[src/rtl/cskip_sub32_seq.sv]
// Sequential borrow-skip subtractor: diff = a - b - bin, one BLK-bit block per clock.
// Optional ovf/zero flag outputs are enabled by defining CSKIP_SUB_FLAGS_EN.
module cskip_sub32_seq #(
  parameter int WIDTH = 32,
  parameter int BLK   = 4
) (
  input  logic             clk,
  input  logic             rst_n,
  input  logic             in_valid,
  output logic             in_ready,
  input  logic [WIDTH-1:0] a,
  input  logic [WIDTH-1:0] b,
  input  logic             bin,
  output logic             out_valid,
  input  logic             out_ready,
  output logic [WIDTH-1:0] diff,
  output logic             bout
`ifdef CSKIP_SUB_FLAGS_EN
  ,
  output logic             ovf,
  output logic             zero
`endif
);

  localparam int NBLK = WIDTH / BLK;
  localparam int KW   = (NBLK > 1) ? $clog2(NBLK) : 1;

  typedef enum logic [1:0] {IDLE, RUN, DONE} state_t;

  state_t           state;
  logic [WIDTH-1:0] a_r;
  logic [WIDTH-1:0] b_r;
  logic             brw;
  logic [KW-1:0]    k;

  logic [BLK-1:0]   a_blk;
  logic [BLK-1:0]   b_blk;
  logic [BLK:0]     sub;
  logic             ripple;
  logic             blk_eq;
  logic             next_brw;
  logic [WIDTH-1:0] diff_full;

  assign in_ready  = (state == IDLE);
  assign out_valid = (state == DONE);

  // One block per cycle; equal nibbles pass the incoming borrow along the skip path.
  always_comb begin
    a_blk     = a_r[BLK*k +: BLK];
    b_blk     = b_r[BLK*k +: BLK];
    sub       = {1'b0, a_blk} - {1'b0, b_blk} - {{BLK{1'b0}}, brw};
    ripple    = sub[BLK];
    blk_eq    = (a_blk == b_blk);
    next_brw  = blk_eq ? brw : ripple;
    diff_full = diff;
    diff_full[BLK*k +: BLK] = sub[BLK-1:0];
  end

  always_ff @(posedge clk or negedge rst_n) begin
    if (!rst_n) begin
      state <= IDLE;
      a_r   <= '0;
      b_r   <= '0;
      brw   <= 1'b0;
      k     <= '0;
      diff  <= '0;
      bout  <= 1'b0;
`ifdef CSKIP_SUB_FLAGS_EN
      ovf   <= 1'b0;
      zero  <= 1'b0;
`endif
    end else begin
      case (state)
        IDLE: begin
          if (in_valid) begin
            a_r   <= a;
            b_r   <= b;
            brw   <= bin;
            k     <= '0;
            state <= RUN;
          end
        end
        RUN: begin
          diff <= diff_full;
          brw  <= next_brw;
          if (k == KW'(NBLK-1)) begin
            bout  <= next_brw;
`ifdef CSKIP_SUB_FLAGS_EN
            ovf   <= (a_r[WIDTH-1] != b_r[WIDTH-1]) && (diff_full[WIDTH-1] != a_r[WIDTH-1]);
            zero  <= (diff_full == '0);
`endif
            state <= DONE;
          end else begin
            k <= k + 1'b1;
          end
        end
        DONE: begin
          if (out_ready) begin
            state <= IDLE;
          end
        end
        default: state <= IDLE;
      endcase
    end
  end

endmodule

[config.mk]
export PLATFORM = sky130hd
export DESIGN_NAME = cskip_sub32_seq
export DESIGN_NICKNAME = d
export VERILOG_FILES = /design/src/rtl/cskip_sub32_seq.sv
export SDC_FILE = /design/constraint.sdc
export NUM_CORES = 1
export LEC_CHECK = 0
export BUFFER_PORTS_ARGS = -buffer_cell sky130_fd_sc_hd__buf_2
export CORE_MARGIN = 1.5
export CORE_UTILIZATION = 46
export DETAILED_ROUTE_END_ITERATION = 8
export GPL_TIMING_DRIVEN = 0
export HOLD_SLACK_MARGIN = 0.15
export PLACE_DENSITY_LB_ADDON = 0.25
export SLEW_MARGIN = 20
export SYNTH_ARGS = -nofsm -noshare
export SYNTH_HDL_FRONTEND = slang
export SYNTH_SLANG_ARGS = --single-unit
[constraint.sdc]
create_clock -name clk -period 2.6 [get_ports clk]
set_input_delay 0.13 -clock clk [delete_from_list [all_inputs] [get_ports clk]]
set_output_delay 0.13 -clock clk [all_outputs]
set_load 0.05 [all_outputs]
---- Word level (Yosys, flattened, before mapping) ----
Index checks and enable logic that the tools add are counted.
cells by class
  add/subtract/negate cells ............... 4
  eq/ne operators ......................... 8
  shifts and indexed selects .............. 4
  muxes and demuxes ....................... 11
  reductions and logical operators ........ 7
operator list
  kind                                                    count
  variable part select 32 x 6 -> 4 bit                    2
  negation 5 -> 34 bit                                    1
  variable shift 4 x 34 -> 32 bit (first input constant)  1
  variable part select 4 x 34 -> 32 bit                   1
  bitwise mux 32 bit                                      1
  two-way mux 2 bit                                       3
  two-way mux 3 bit                                       2
  inequality test 2 bit (second input constant)           3
  one-hot mux 2 bit (3 select lines)                      1
  one-hot mux 3 bit (2 select lines)                      1
  AND reduction 2 bit                                     3
  AND reduction 3 bit                                     2
  subtractor 4 x 4 -> 5 bit                               1
  subtractor 5 x 1 -> 5 bit                               1
  == test 4 bit                                           1
  adder 3 x 1 -> 3 bit (second input constant)            1
  == test 3 bit (second input constant)                   1
  == test 2 x 1 -> 1 bit (second input constant)          1
  == test 2 bit (second input constant)                   1
  zero test 2 bit                                         1
  two-way mux 1 bit                                       2
  inequality test 2 x 1 -> 1 bit (second input constant)  1
  one-hot mux 1 bit (2 select lines)                      1
  nonzero test 2 bit                                      1
word-level totals
  flip-flop bits (word level) ............. 103
  input port bits ......................... 69
  word-level logic and storage cells ...... 41

---- Depth between registers and ports, before layout ----
Gate-level depths: netlist of the first run.
  depth in word-level cells ............... 5
  mapped depth ............................ 13
  depth with buffers taken out ............ 11

---- Least setup slack after synthesis of the first run ----
OpenSTA, ideal clock, no wires.
  path type ............................... flip-flop to flip-flop
  start ................................... reg k[0]
  end ..................................... reg diff[9]
  library setup time ...................... 0.125 ns
  arrival time ............................ 2.698 ns
  data required time ...................... 2.475 ns
  path slack .............................. -0.222 ns
  stages on the path, launching flop included .. 11
  path buffers ............................ 2
  period minus slack after synthesis ...... 2.822 ns
  path through ............................ dfrtp_1 > buf_6 > buf_12 > mux4_2 > mux2i_4 > inv_1 > fa_1 > inv_1 > fa_1 > nor3b_1 > mux2_2
between the ends
  cells in the longest elaborated chain, start to end .. 5
  elaborated cells between the ends (all ways) .. 8
  classes of those cells .................. add/sub: 3; shift: 4; mux: 1
RTL lines
  item                                                     line    source
  start: declaration                                       34      logic [KW-1:0] k;
  start signal: assignment                                 94      k <= k + 1'b1;
  variable part select 32 x 6 -> 4 bit (on tied branches)  49, 50
  subtractor 4 x 4 -> 5 bit                                51      sub = {1'b0, a_blk} - {1'b0, b_blk} - {{BLK{1'b0}}, brw};
  subtractor 5 x 1 -> 5 bit                                51
  variable part select 4 x 34 -> 32 bit                    56      diff_full[BLK*k +: BLK] = sub[BLK-1:0];
  bitwise mux 32 bit *                                     56
  end signal: assignment                                   84      diff <= diff_full;
  end: declaration                                         16      output logic [WIDTH-1:0] diff,
Every way passes the cells marked *; elsewhere a longest branch is shown, timed or not.
A chain may end at the register's enable or synchronous reset.

---- Final worst setup path of the first run ----
  start ................................... reg k[0]
  end ..................................... reg diff[10]
The elaborated chain is that of the path after synthesis.

==> impl_metrics.yaml, run 1 <==
clock_network:
  root_buffer: "clkbuf_8"
  clock_latency_ns: 0.37
  h-tree-depth: 3
  cts_tree: "done"
  cts_buffers: 9
  clkTransAtPathRegs_ns: 0.09
  clock-sinks: 103
  cts_buffer_depth: 2
timing:
  period_minus_slack_ns: 2.85
  setup_slack_ns: -0.251
  rsz0062_at_grt: "true"
  worst_pin_slew_ns: 0.649
  hold_violations: 0
  fin_skew_ns: 0.0125
  relSlewSlack_pct: 56.8
  setup_viol: 26
  drv_slew: 0
  timing.fmax_mhz: 351
  period_share_pct: 110
drt:
  via_count: 3384
  wire_per_inst_um: 16.2
  drc: 0
  viasPerCell: 5.06
  drt_iter0_drc: 95
  ant_nets: 0
  routed_wl_um: 10900
  drt_pre_antenna_iters: 4
logic_synthesis:
  syn_nets: 414
  synth_warnings: 0
  synth_cell_types: 37
  syn_inst: 335
  yosys.area.top_type_share_pct: 54.8
  synth_area_leaders: "dfrtp_1, mux2_2, mux4_2"
  synth_area_sq_mm: 0.00470
  avgSynthCellArea_sq_um: 14.0
  yosys.area.top_type: "dfrtp_1"
  yosysSeqAreaShare_pct: 54.8
  synth_seq_cells: 103
placement:
  place_congestion: 0.776
  numPortBuffers: 103
  preCtsSetupSlack_ns: -0.625
  dp_hpwl_um: 7180
die:
  coreArea_sq_mm: 0.00986
  start_util_pct: 47.7
  core.rowCount: 36
  die_w_um: 104
  die_area_sq_mm: 0.0108
  die_h_um: 104
  io_pins: 104
cells_and_area:
  final_common_cell: "buf_2"
  final_util_pct: 66.8
  layout_common_cells: "buf_2, dfrtp_1, mux2_2, dlygate4sd3_1, nand2_1"
  nNetsFinal: 611
  antenna_cells: 0
  layout-drive-gt1-share_pct: 49.1
  syn2layout_area_growth_pct: 40.2
critical_path:
  path_class: "register to register"
  worstReg2RegEnd: "diff[10]"
  worstPathRequired_ns: 2.86
  startpoint_type: "register"
  path_max_fanout: 7
  cp.arrival_ns: 3.11
  ff2ff_path_depth: 11
  cp-end-kind: "register"
  r2r_slack_ns: -0.25
  r2r-start: "k[0]"
global_routing:
  grt_first_pass_wirelength_um: 18400
  antenna_found_initial: 0
  grt_max_degree: 59
  grt.overflow.total: 0
  grt_pass1_vias: 3697
  track_usage_pct: 21.8
status:
  status: "finished with violations"
  violations: "setup timing"
flow_run:
  cap_viol_max_count: 0
min_path:
  hold_path.class: "input pin to async pin"
worst max-delay path: stages (launching register included):
cell and delay [ns]:
dfrtp_1 0.37, buf_6 0.13, buf_12 0.13, mux4_2 0.52, mux2i_4 0.19, fa_2 0.23, inv_2 0.04, fa_2 0.34
buf_4 0.16, xnor2_4 0.29, nor3_4 0.07, mux2_2 0.26
state kept, by name, indices dropped and copies added (netlist names):
signal and flops:
a_r 32, b_r 32, bout 1, brw 1
diff 32, k 3, state 2
cell usage after synthesis:
| master | number |
|---|---|
| o21ai_1 | 6 |
| nor2_1 | 9 |
| buf_6 | 1 |
| buf_12 | 1 |
| a31oi_1 | 1 |
| mux2i_1 | 6 |
| and2_1 | 1 |
| mux4_2 | 14 |
| mux2i_4 | 2 |
| and4b_1 | 1 |
| a21oi_1 | 2 |
| o31ai_1 | 4 |
| mux2_2 | 81 |
| ha_1 | 8 |
| mux4_1 | 2 |
| a21oi_2 | 1 |
| nor4_1 | 1 |
| nor3_1 | 3 |
| nand2_1 | 31 |
| o21ai_0 | 9 |
| fa_1 | 2 |
| inv_2 | 1 |
| nor2b_1 | 3 |
| buf_1 | 4 |
| nand4_1 | 1 |
| dfrtp_1 | 103 |
| and3_1 | 2 |
| xnor2_1 | 2 |
| buf_2 | 5 |
| nand3b_1 | 1 |
| clkbuf_1 | 5 |
| nand2b_1 | 6 |
| nor3b_1 | 1 |
| inv_1 | 11 |
| xor2_2 | 1 |
| xor2_1 | 2 |
| clkinv_1 | 1 |
timing repair:
| action | 4_1_cts | 5_1_grt |
|---|---|---|
| hold endpoints to repair | 169 | 0 |
| gates cloned | 0 | 0 |
| hold buffers | 67 | 0 |
| gates resized for setup | 32 | 4 |
| pin swaps | 11 | 8 |
| setup endpoints to repair | 33 | 30 |
| setup buffers | 15 | 3 |
area by class of cell:
class / instances / area (sq um)
clock buffer: 10 / 128
inverter: 13 / 50.0
buffer: 13 / 98.8
tap: 133 / 166
timing repair buffer: 189 / 1370
fill: 698 / 3270
sequential: 103 / 2580
multi-input combinational: 203 / 2120
clock inverter: 5 / 82.6
routing by layer:
| metal | GRT usage (%) | vias to the layer above | part of all wire [%] |
|---|---|---|---|
| li1 | - | 1580 | - |
| met1 | 26.8 | 1692 | 42 |
| met2 | 37.8 | 90 | 51 |
| met3 | 4.07 | 22 | 4.1 |
| met4 | 9.13 | 0 | 2.6 |
| met5 | 0 | - | 0 |
per-stage QoR:
stage	hold slack [ns]	area, sq um	TNS (ns)	instances
2_1_floorplan	-0.166	4720	-1.19	335
3_3_place_gp	0.335	5400	-12.24	571
3_5_place_dp	0.0868	5430	-12.95	572
4_1_cts	0.254	6560	-4.32	666
5_1_grt	0.279	6590	-7.51	669
6_report	0.250	6590	-4.52	669
how the worst max path moves through the flow:
| stage | startpoint | to | slack (ns) | cells after the start |
|---|---|---|---|---|
| 2_1_floorplan | k[0] | diff[25] | -0.12 | 10 |
| 3_3_place_gp | k[0] | diff[7] | -0.59 | 10 |
| 3_5_place_dp | k[0] | diff[11] | -0.62 | 10 |
| 4_1_cts | k[0] | diff[9] | -0.25 | 10 |
| 5_1_grt | k[0] | bout | -0.37 | 12 |
| 6_report | k[0] | diff[10] | -0.25 | 11 |
logic make-up (layout without fill, tap and decap cells):
family | Yosys count | count (layout) | synth area share, %
mux | 105 | 105 | 29.5
flops | 103 | 103 | 54.8
simple gates | 60 | 60 | 5.91
buf+inv | 29 | 230 | 2.95
compound gates | 23 | 23 | 2.77
fa+ha+maj | 10 | 10 | 2.98
xor+xnor | 5 | 5 | 1.09
Power of run 1 is not shown: default switching activity piles up to over one toggle a cycle in this logic, so the estimate is an artifact.
==> run 2: changes to the inputs <==
- CORE_UTILIZATION: 46 -> 49
- SETUP_SLACK_MARGIN: default -> 0.15
==> impl_metrics.yaml, run 2 (same netlist as run 1, synthesis figures left out) <==
status:
  status: "finished with violations"
  violations: "setup timing"
drt:
  wire_per_inst_um: 15.9
  routed_wl_um: 10700
  via_count: 3391
  drt_pre_antenna_iters: 6
  drc: 0
  ant_nets: 0
  viasPerCell: 5.05
  drt_iter0_drc: 103
timing:
  relSlewSlack_pct: 59.0
  setup_viol: 23
  setup_slack_ns: -0.235
  timing.fmax_mhz: 353
  rsz0062_at_grt: "true"
  period_minus_slack_ns: 2.83
  fin_skew_ns: 0.0107
  hold_violations: 0
  worst_pin_slew_ns: 0.615
  drv_slew: 0
  period_share_pct: 109
die:
  start_util_pct: 50.6
  die_h_um: 101
  die_area_sq_mm: 0.0102
  io_pins: 104
  die_w_um: 101
  coreArea_sq_mm: 0.00928
  core.rowCount: 35
cells_and_area:
  final_common_cell: "buf_2"
  layout-drive-gt1-share_pct: 52.0
  largestRegisters: "a_r (32), b_r (32), diff (32)"
  antenna_cells: 0
  layout_common_cells: "buf_2, dfrtp_1, mux2_2, dlygate4sd3_1, nand2_1"
  nNetsFinal: 617
  fin_cells: 671
  fill_cells: 668
  syn2layout_area_growth_pct: 42.4
critical_path:
  cp.arrival_ns: 3.07
  startpoint_type: "register"
  cp-end-kind: "register"
  path_max_fanout: 6
  worstPathRequired_ns: 2.84
  path_class: "register to register"
clock_network:
  root_buffer: "clkbuf_8"
  cts_tree: "done"
  cts_buffers: 9
  h-tree-depth: 3
  clock-sinks: 103
  clkTransAtPathRegs_ns: 0.10
  clock_latency_ns: 0.35
  cts_buffer_depth: 2
global_routing:
  grt.overflow.total: 0
  grt_first_pass_wirelength_um: 17000
  antenna_found_initial: 0
  grt_max_degree: 58
  track_usage_pct: 22.0
  grt_pass1_vias: 3532
placement:
  dpl.cell_count: 568
  numPortBuffers: 103
  place_congestion: 0.782
  dp_hpwl_um: 7220
flow_run:
  cap_viol_max_count: 0
min_path:
  hold_path.class: "input pin to async pin"
## run 2: cell types whose count changed in the layout (fill, tap and decap cells not counted), sizes merged
cell and delta:
clkinvlp +2, clkbuf +2, bufinv -1, clkinv -1, buf +4
## run 2: critical path, cell delays in order, from the launching register on
cell	delay, ns
dfrtp_1	0.38
buf_6	0.12
buf_12	0.12
mux4_2	0.53
mux2i_4	0.19
inv_2	0.06
fa_2	0.33
inv_2	0.09
fa_2	0.48
nor3b_4	0.18
mux2_4	0.25
## run 2: area by class of cell
type / instances / area [sq um] / share of cell area (%)
Multi-Input combinational cell: 203 / 2200 / 32.9
Clock inverter: 5 / 58.8 / 0.878
Buffer: 16 / 133 / 1.98
Tap cell: 129 / 161 / 2.41
Clock buffer: 10 / 128 / 1.91
Sequential cell: 103 / 2580 / 38.5
Timing Repair Buffer: 192 / 1390 / 20.7
Inverter: 13 / 50.0 / 0.748
## run 2: worst paths after layout
| path | end | slack (ns) | cells past startpoint | startpoint |
|---|---|---|---|---|
| max | diff[9] | -0.23 | 10 | k[0] |
| min | diff[15] | 0.26 | 2 | rst_n |
| max reg2reg | diff[9] | -0.23 | 10 | k[0] |
| min reg2reg | diff[3] | 0.48 | 2 | diff[3] |
| max in group asynchronous | b_r[29] | 1.71 | 3 | rst_n |
| min in group clk | diff[3] | 0.48 | 2 | diff[3] |
## run 2: repair_timing
item / in CTS / in global routing
resized for setup: 19 / 36
pin swaps: 7 / 12
endpoints found under the hold margin: 169 / 0
setup endpoints to repair: 33 / 34
setup buffers: 8 / 13
hold buffers: 67 / 0
## run 2: metal layers
| metal | up-vias | part of all wire [%] | global-route usage, % | wire length [um] |
|---|---|---|---|---|
| met5 | - | 0 | 0 | 0 |
| met4 | 0 | 1.3 | 6.30 | 136 |
| met1 | 1698 | 42 | 28.0 | 4490 |
| met3 | 13 | 4.5 | 3.88 | 485 |
| li1 | 1585 | - | - | - |
| met2 | 95 | 52 | 38.7 | 5590 |
## run 2: through the flow
step	setup TNS [ns]	worst slack, ns	util (%)	hold slack [ns]	instance area, sq um
6_report	-3.53	-0.235	72.1	0.264	6700
5_1_grt	-6.49	-0.364	72.1	0.294	6700
4_1_cts	-4.43	-0.240	69.6	0.268	6460
3_5_place_dp	-8.88	-0.462	58.6	0.0907	5440
3_3_place_gp	-7.57	-0.413	58.3	0.346	5410
2_1_floorplan	-1.06	-0.120	-	-0.166	4730
Power of run 2 is left out for the same reason.
